===== src/rtl/cpu_subsys_mem_arbiter.sv =====
// Two-master round-robin arbiter for the CPU-subsystem memory bus, with a hung-transaction watchdog.
// Latency: one IDLE arbitration cycle, then zero added latency on the bus; one bubble between transactions.
// Backpressure: the grant is held until the slave completes, the master aborts, or the watchdog fires.
module cpu_subsys_mem_arbiter #(
    parameter int              ADDR_W    = 32,
    parameter int              DATA_W    = 32,
    parameter int              TIMEOUT   = 256,
    parameter logic [DATA_W-1:0] ERR_RDATA = 32'hDEAD_BEEF
) (
    input  logic                    sys_clk,
    input  logic                    rst_n,
    input  logic [1:0]              m_mem_valid,
    output logic [1:0]              m_mem_ready,
    input  logic [2*ADDR_W-1:0]     m_mem_addr,
    input  logic [2*DATA_W-1:0]     m_mem_wdata,
    input  logic [1:0]              m_mem_we,
    input  logic [2*(DATA_W/8)-1:0] m_mem_be,
    output logic [DATA_W-1:0]       m_mem_rdata,
    output logic                    s_mem_valid,
    input  logic                    s_mem_ready,
    output logic [ADDR_W-1:0]       s_mem_addr,
    output logic [DATA_W-1:0]       s_mem_wdata,
    output logic                    s_mem_we,
    output logic [DATA_W/8-1:0]     s_mem_be,
    input  logic [DATA_W-1:0]       s_mem_rdata,
    output logic                    gnt_id,
    output logic                    timeout_err
);

    localparam int BE_W = DATA_W / 8;
    localparam int WD_W = (TIMEOUT > 1) ? $clog2(TIMEOUT) : 1;
    // Value of the watchdog counter on the last BUSY cycle allowed before forcing completion.
    localparam logic [WD_W-1:0] WD_LAST = (TIMEOUT > 0) ? WD_W'(TIMEOUT - 1) : '0;

    typedef enum logic {IDLE, BUSY} state_t;

    state_t          state;
    logic            last_gnt;
    logic [WD_W-1:0] wd_cnt;

    logic busy;
    logic req;
    logic timeout_hit;
    logic done;

    // Granted-master request, watchdog expiry and bus muxing; mux outputs are zeroed outside BUSY.
    always_comb begin
        busy        = (state == BUSY);
        req         = gnt_id ? m_mem_valid[1] : m_mem_valid[0];
        // A slave response in the expiry cycle takes priority over the forced error completion.
        timeout_hit = busy & req & ~s_mem_ready & (TIMEOUT > 0) & (wd_cnt == WD_LAST);
        s_mem_valid = busy & req & ~timeout_hit;
        done        = s_mem_valid & s_mem_ready;

        m_mem_ready = 2'b00;
        if (done | timeout_hit) begin
            m_mem_ready = gnt_id ? 2'b10 : 2'b01;
        end
        timeout_err = timeout_hit;

        m_mem_rdata = '0;
        if (timeout_hit) begin
            m_mem_rdata = ERR_RDATA;
        end else if (busy) begin
            m_mem_rdata = s_mem_rdata;
        end

        s_mem_addr  = '0;
        s_mem_wdata = '0;
        s_mem_we    = 1'b0;
        s_mem_be    = '0;
        if (busy) begin
            s_mem_addr  = gnt_id ? m_mem_addr[ADDR_W +: ADDR_W]  : m_mem_addr[0 +: ADDR_W];
            s_mem_wdata = gnt_id ? m_mem_wdata[DATA_W +: DATA_W] : m_mem_wdata[0 +: DATA_W];
            s_mem_we    = gnt_id ? m_mem_we[1] : m_mem_we[0];
            s_mem_be    = gnt_id ? m_mem_be[BE_W +: BE_W] : m_mem_be[0 +: BE_W];
        end
    end

    // Arbitration FSM: pick a master in IDLE, hold the grant until completion, abort or timeout.
    always_ff @(posedge sys_clk or negedge rst_n) begin
        if (!rst_n) begin
            state    <= IDLE;
            gnt_id   <= 1'b0;
            last_gnt <= 1'b1;
            wd_cnt   <= '0;
        end else begin
            case (state)
                IDLE: begin
                    if (|m_mem_valid) begin
                        state  <= BUSY;
                        // On conflict, the master not served last wins.
                        gnt_id <= (&m_mem_valid) ? ~last_gnt : m_mem_valid[1];
                        wd_cnt <= '0;
                    end
                end
                BUSY: begin
                    if (done | timeout_hit | ~req) begin
                        state    <= IDLE;
                        last_gnt <= gnt_id;
                        wd_cnt   <= '0;
                    end else if (TIMEOUT > 0) begin
                        wd_cnt <= wd_cnt + 1'b1;
                    end
                end
                default: state <= IDLE;
            endcase
        end
    end

endmodule


===== config.mk =====
export PLATFORM = sky130hd
export DESIGN_NAME = cpu_subsys_mem_arbiter
export DESIGN_NICKNAME = d
export VERILOG_FILES = /design/src/rtl/cpu_subsys_mem_arbiter.sv
export SDC_FILE = /design/constraint.sdc
export NUM_CORES = 1
export LEC_CHECK = 0
export CORE_AREA = 2 2 109 111
export CTS_BUF_LIST = sky130_fd_sc_hd__clkbuf_8
export DETAILED_ROUTE_END_ITERATION = 16
export DIE_AREA = 0 0 111 113
export PLACE_DENSITY_LB_ADDON = 0.12
export REMOVE_ABC_BUFFERS = 1
export SETUP_SLACK_MARGIN = 0.05
export SLEW_MARGIN = 30
export SYNTH_ARGS = -nofsm -noshare
export SYNTH_HDL_FRONTEND = slang
export SYNTH_SLANG_ARGS = --single-unit

===== constraint.sdc =====
create_clock -name sys_clk -period 2.09 [get_ports sys_clk]
set_input_delay 0.3135 -clock sys_clk [delete_from_list [all_inputs] [get_ports sys_clk]]
set_output_delay 0.3135 -clock sys_clk [all_outputs]
set_load 0.05 [all_outputs]

==> out/metrics.yaml <==
worst_setup_path:
  crit_required_ns: 1.78
  start_kind: "register"
  crit_fanout: 6
  critPathMaxStageDelay_ns: 0.51
  worstPathCellList: "mux2i_4 -> nor3_4 -> nand4_4 -> buf_12 -> buf_8 -> nand2_4 -> buf_12"
  cp_slowest_cell: "dfrtp_4"
  worstSetupEndpointType: "primary output"
  crit_type: "reg2out"
  critPathMostFrequentCell: "buf_12"
  crit_arrival_ns: 1.86
route:
  drt-initial-drc-count: 148
  first_pass_iters: 4
  avgViaCountPerCell: 4.33
  drt_wl_total_um: 12500
  vias: 3093
  wl_per_cell_um: 17.5
  drc_errors: 0
  antenna_left: 0
cts:
  insertion_delay_ns: 0.24
  clockBufferDepth: 2
  cts_tree: "done"
  clock-sinks: 11
  cts_max_level: 1
  clockRootBuffer: "clkbuf_8"
  numCtsBuffers: 3
  hold_buffers: 0
  cts.clk_slew.worst_paths_ns: 0.05
global_routing:
  grtUsageMet3: 0.0471
  grt_max_degree: 75
  use_met1: 0.191
  overflow: 0
  grt.total_usage: 0.189
  grt_pass1_vias: 3272
  antenna_found_initial: 0
  grt_busiest_layer: "met2"
  grt_pass1_wl_um: 18500
  grtUsageMet2: 0.375
die:
  io_pins: 281
  fp.dieH_um: 113
  die_w_um: 111
  core_um2: 11300
  dieArea_um2: 12500
  row_count: 39
  start_util: 0.172
synth:
  synth-seq-area-share: 0.143
  syn_inst: 281
  synth.cell_area_um2: 1940
  synth-seq-cells: 11
  synth_cell_type_count: 36
  syn_area_per_cell_um2: 6.89
  synth_warnings: 0
power:
  netSwitchingFraction: 0.520
  p_leak_nw: 2.90
  total_power_mw: 7.76
  p_switching_mw: 4.03
  power_density_nw_per_um2: 1190
  seqPwrFrac: 0.038
  p_clk_frac: 0.027
  power_frac_comb: 0.935
  ir_worst_vdd_v: 0.00100
  internal_power_mw: 3.73
timing:
  hold_viol: 0
  hold_slack_ns: 0.434
  worst_slack_ns: -0.0808
  slew_viol_final: 0
  slew_headroom: 0.627
  period_needed_ns: 2.17
  rsz0062_at_grt: "true"
  period_share: 1.04
  timing.fmax_mhz: 461
  skew_ns: 0.00395
  setup_viol: 26
  tightest_slew_ns: 0.558
final_layout:
  final_nets: 748
  n_antenna_cell: 0
  filler_cell_count: 934
  syn_to_final_growth_pct: 237
  instances_no_fill: 714
  fin_area_um2: 6520
  drive_gt1_frac: 0.326
place:
  dp.cells: 696
  dpl_cell_area_um2: 6000
  place_ws_ns: -0.130
  hpwl_um: 10400
  portBuffers: 280
  gp_congestion: 0.850
run_status:
  outcome: "finished, violations left"
  violations: "setup timing"
run:
  cap_viol_max_count: 0
min_path:
  min_path_type: "in2async"
## placed cells by master (no fill, tap or decap), types with 3 or more instances in the layout
| master | count |
|---|---|
| nand3_1 | 4 |
| buf_12 | 107 |
| clkdlybuf4s50_1 | 172 |
| mux2i_1 | 69 |
| and2_4 | 8 |
| buf_6 | 4 |
| a21oi_1 | 5 |
| buf_4 | 17 |
| nor2_1 | 71 |
| nand2_4 | 23 |
| clkbuf_8 | 3 |
| buf_16 | 3 |
| nand2_1 | 30 |
| a31oi_1 | 5 |
| dfrtp_1 | 9 |
## worst paths after layout
path / startpoint / end / slack, ns / depth (start not counted)
worst min-delay path: rst_n / gnt_id / 0.43 / 1
max in group asynchronous: rst_n / gnt_id / 1.24 / 1
worst max register to register: gnt_id / last_gnt / 0.36 / 7
min in group sys_clk: wd_cnt[2] / wd_cnt[2] / 0.53 / 1
worst min register to register: wd_cnt[2] / wd_cnt[2] / 0.53 / 1
worst max-delay path: gnt_id / m_mem_rdata[12] / -0.08 / 7
## critical path: cells and delay by family (launching register included)
family / cells / cell delay [ns]
and+or+nand+nor: 3 / 0.43
DFF: 1 / 0.51
muxes: 1 / 0.22
buffers and inverters: 3 / 0.45
## sequential cells by signal, summed over array words and instances (netlist names)
register,count
wd_cnt,8
busy,1
gnt_id,1
last_gnt,1
## power by group through the flow
stage | registers (mW) | logic, mW | clock network (mW)
global placement | 0.288 | 7.04 | 0
CTS | 0.291 | 7.21 | 0.219
global route | 0.298 | 7.50 | 0.227
detailed placement | 0.289 | 7.07 | 0
finish | 0.294 | 7.25 | 0.212
floorplan | 0.544 | 2.96 | 0
## Yosys cell counts
cell type  number  share of area
and3_1          2         0.0065
buf_1           5         0.0097
buf_2           9          0.023
nand2b_1        1         0.0032
and4_1          1         0.0045
clkbuf_1        5         0.0097
o21a_1          1         0.0039
mux2_2          1         0.0058
inv_2           1         0.0019
inv_1           2         0.0039
or2_2           1         0.0032
dfrtp_1        10           0.13
nand3_1         4          0.010
nand3b_1        1         0.0039
nor3_4          1         0.0084
and3_2          2         0.0078
buf_6           3          0.017
a21o_1          1         0.0039
nand2_1        53           0.10
or2b_1          1         0.0039
nand4_1         2         0.0065
a31oi_2         1         0.0065
nand2_2         1         0.0032
nand4_4         1          0.011
and2_1          8          0.026
nor2_1         72           0.14
a31oi_1         5          0.016
nor2b_1         1         0.0032
mux2i_1        71           0.37
ha_1            1         0.0065
dfstp_2         1          0.014
o211ai_1        1         0.0039
nor3_1          1         0.0026
a21oi_1         6          0.016
o21ai_0         2         0.0052
a32o_1          2          0.010
## metrics by stage
stage,util,setup TNS [ns]
after floorplan,-,-246.12
after global placement,0.532,-1.31
after detailed placement,0.532,-1.85
after CTS,0.570,-3.04
after global routing,0.578,-3.42
final,0.578,-1.68
## final cells by class
type	instances	area, µm²	share of cell area
clock inverters	1	3.75	0.000576
well taps	143	179	0.0275
repair buffers	308	4210	0.646
flip-flops and latches	11	280	0.0430
clock buffers	3	41.3	0.00634
inverters	3	23.8	0.00365
multi-input cells	245	1780	0.273
## per-layer routing
metal	up-vias	part of all wire
met4	0	0.036
met2	173	0.54
li1	1527	-
met1	1373	0.35
met5	-	0
met3	20	0.078
## repair_timing
action,in CTS,in global routing
endpoints found under the setup margin,37,61
pin swaps,2,14
setup buffers,9,3
gates resized for setup,61,23
gates cloned,3,0
## logic make-up (layout without fill, tap and decap cells)
kind of cell | count (synthesis) | after routing | synth area share
buffers and inverters | 25 | 315 | 0.0659
AND/OR/NAND/NOR | 153 | 153 | 0.346
flip-flops | 11 | 11 | 0.143
AO/OA/AOI/OAI | 19 | 19 | 0.0653
adder cells (fa/ha/maj) | 1 | 1 | 0.00646
multiplexers | 72 | 72 | 0.373
Note: power is estimated with default switching activity, not from simulation.
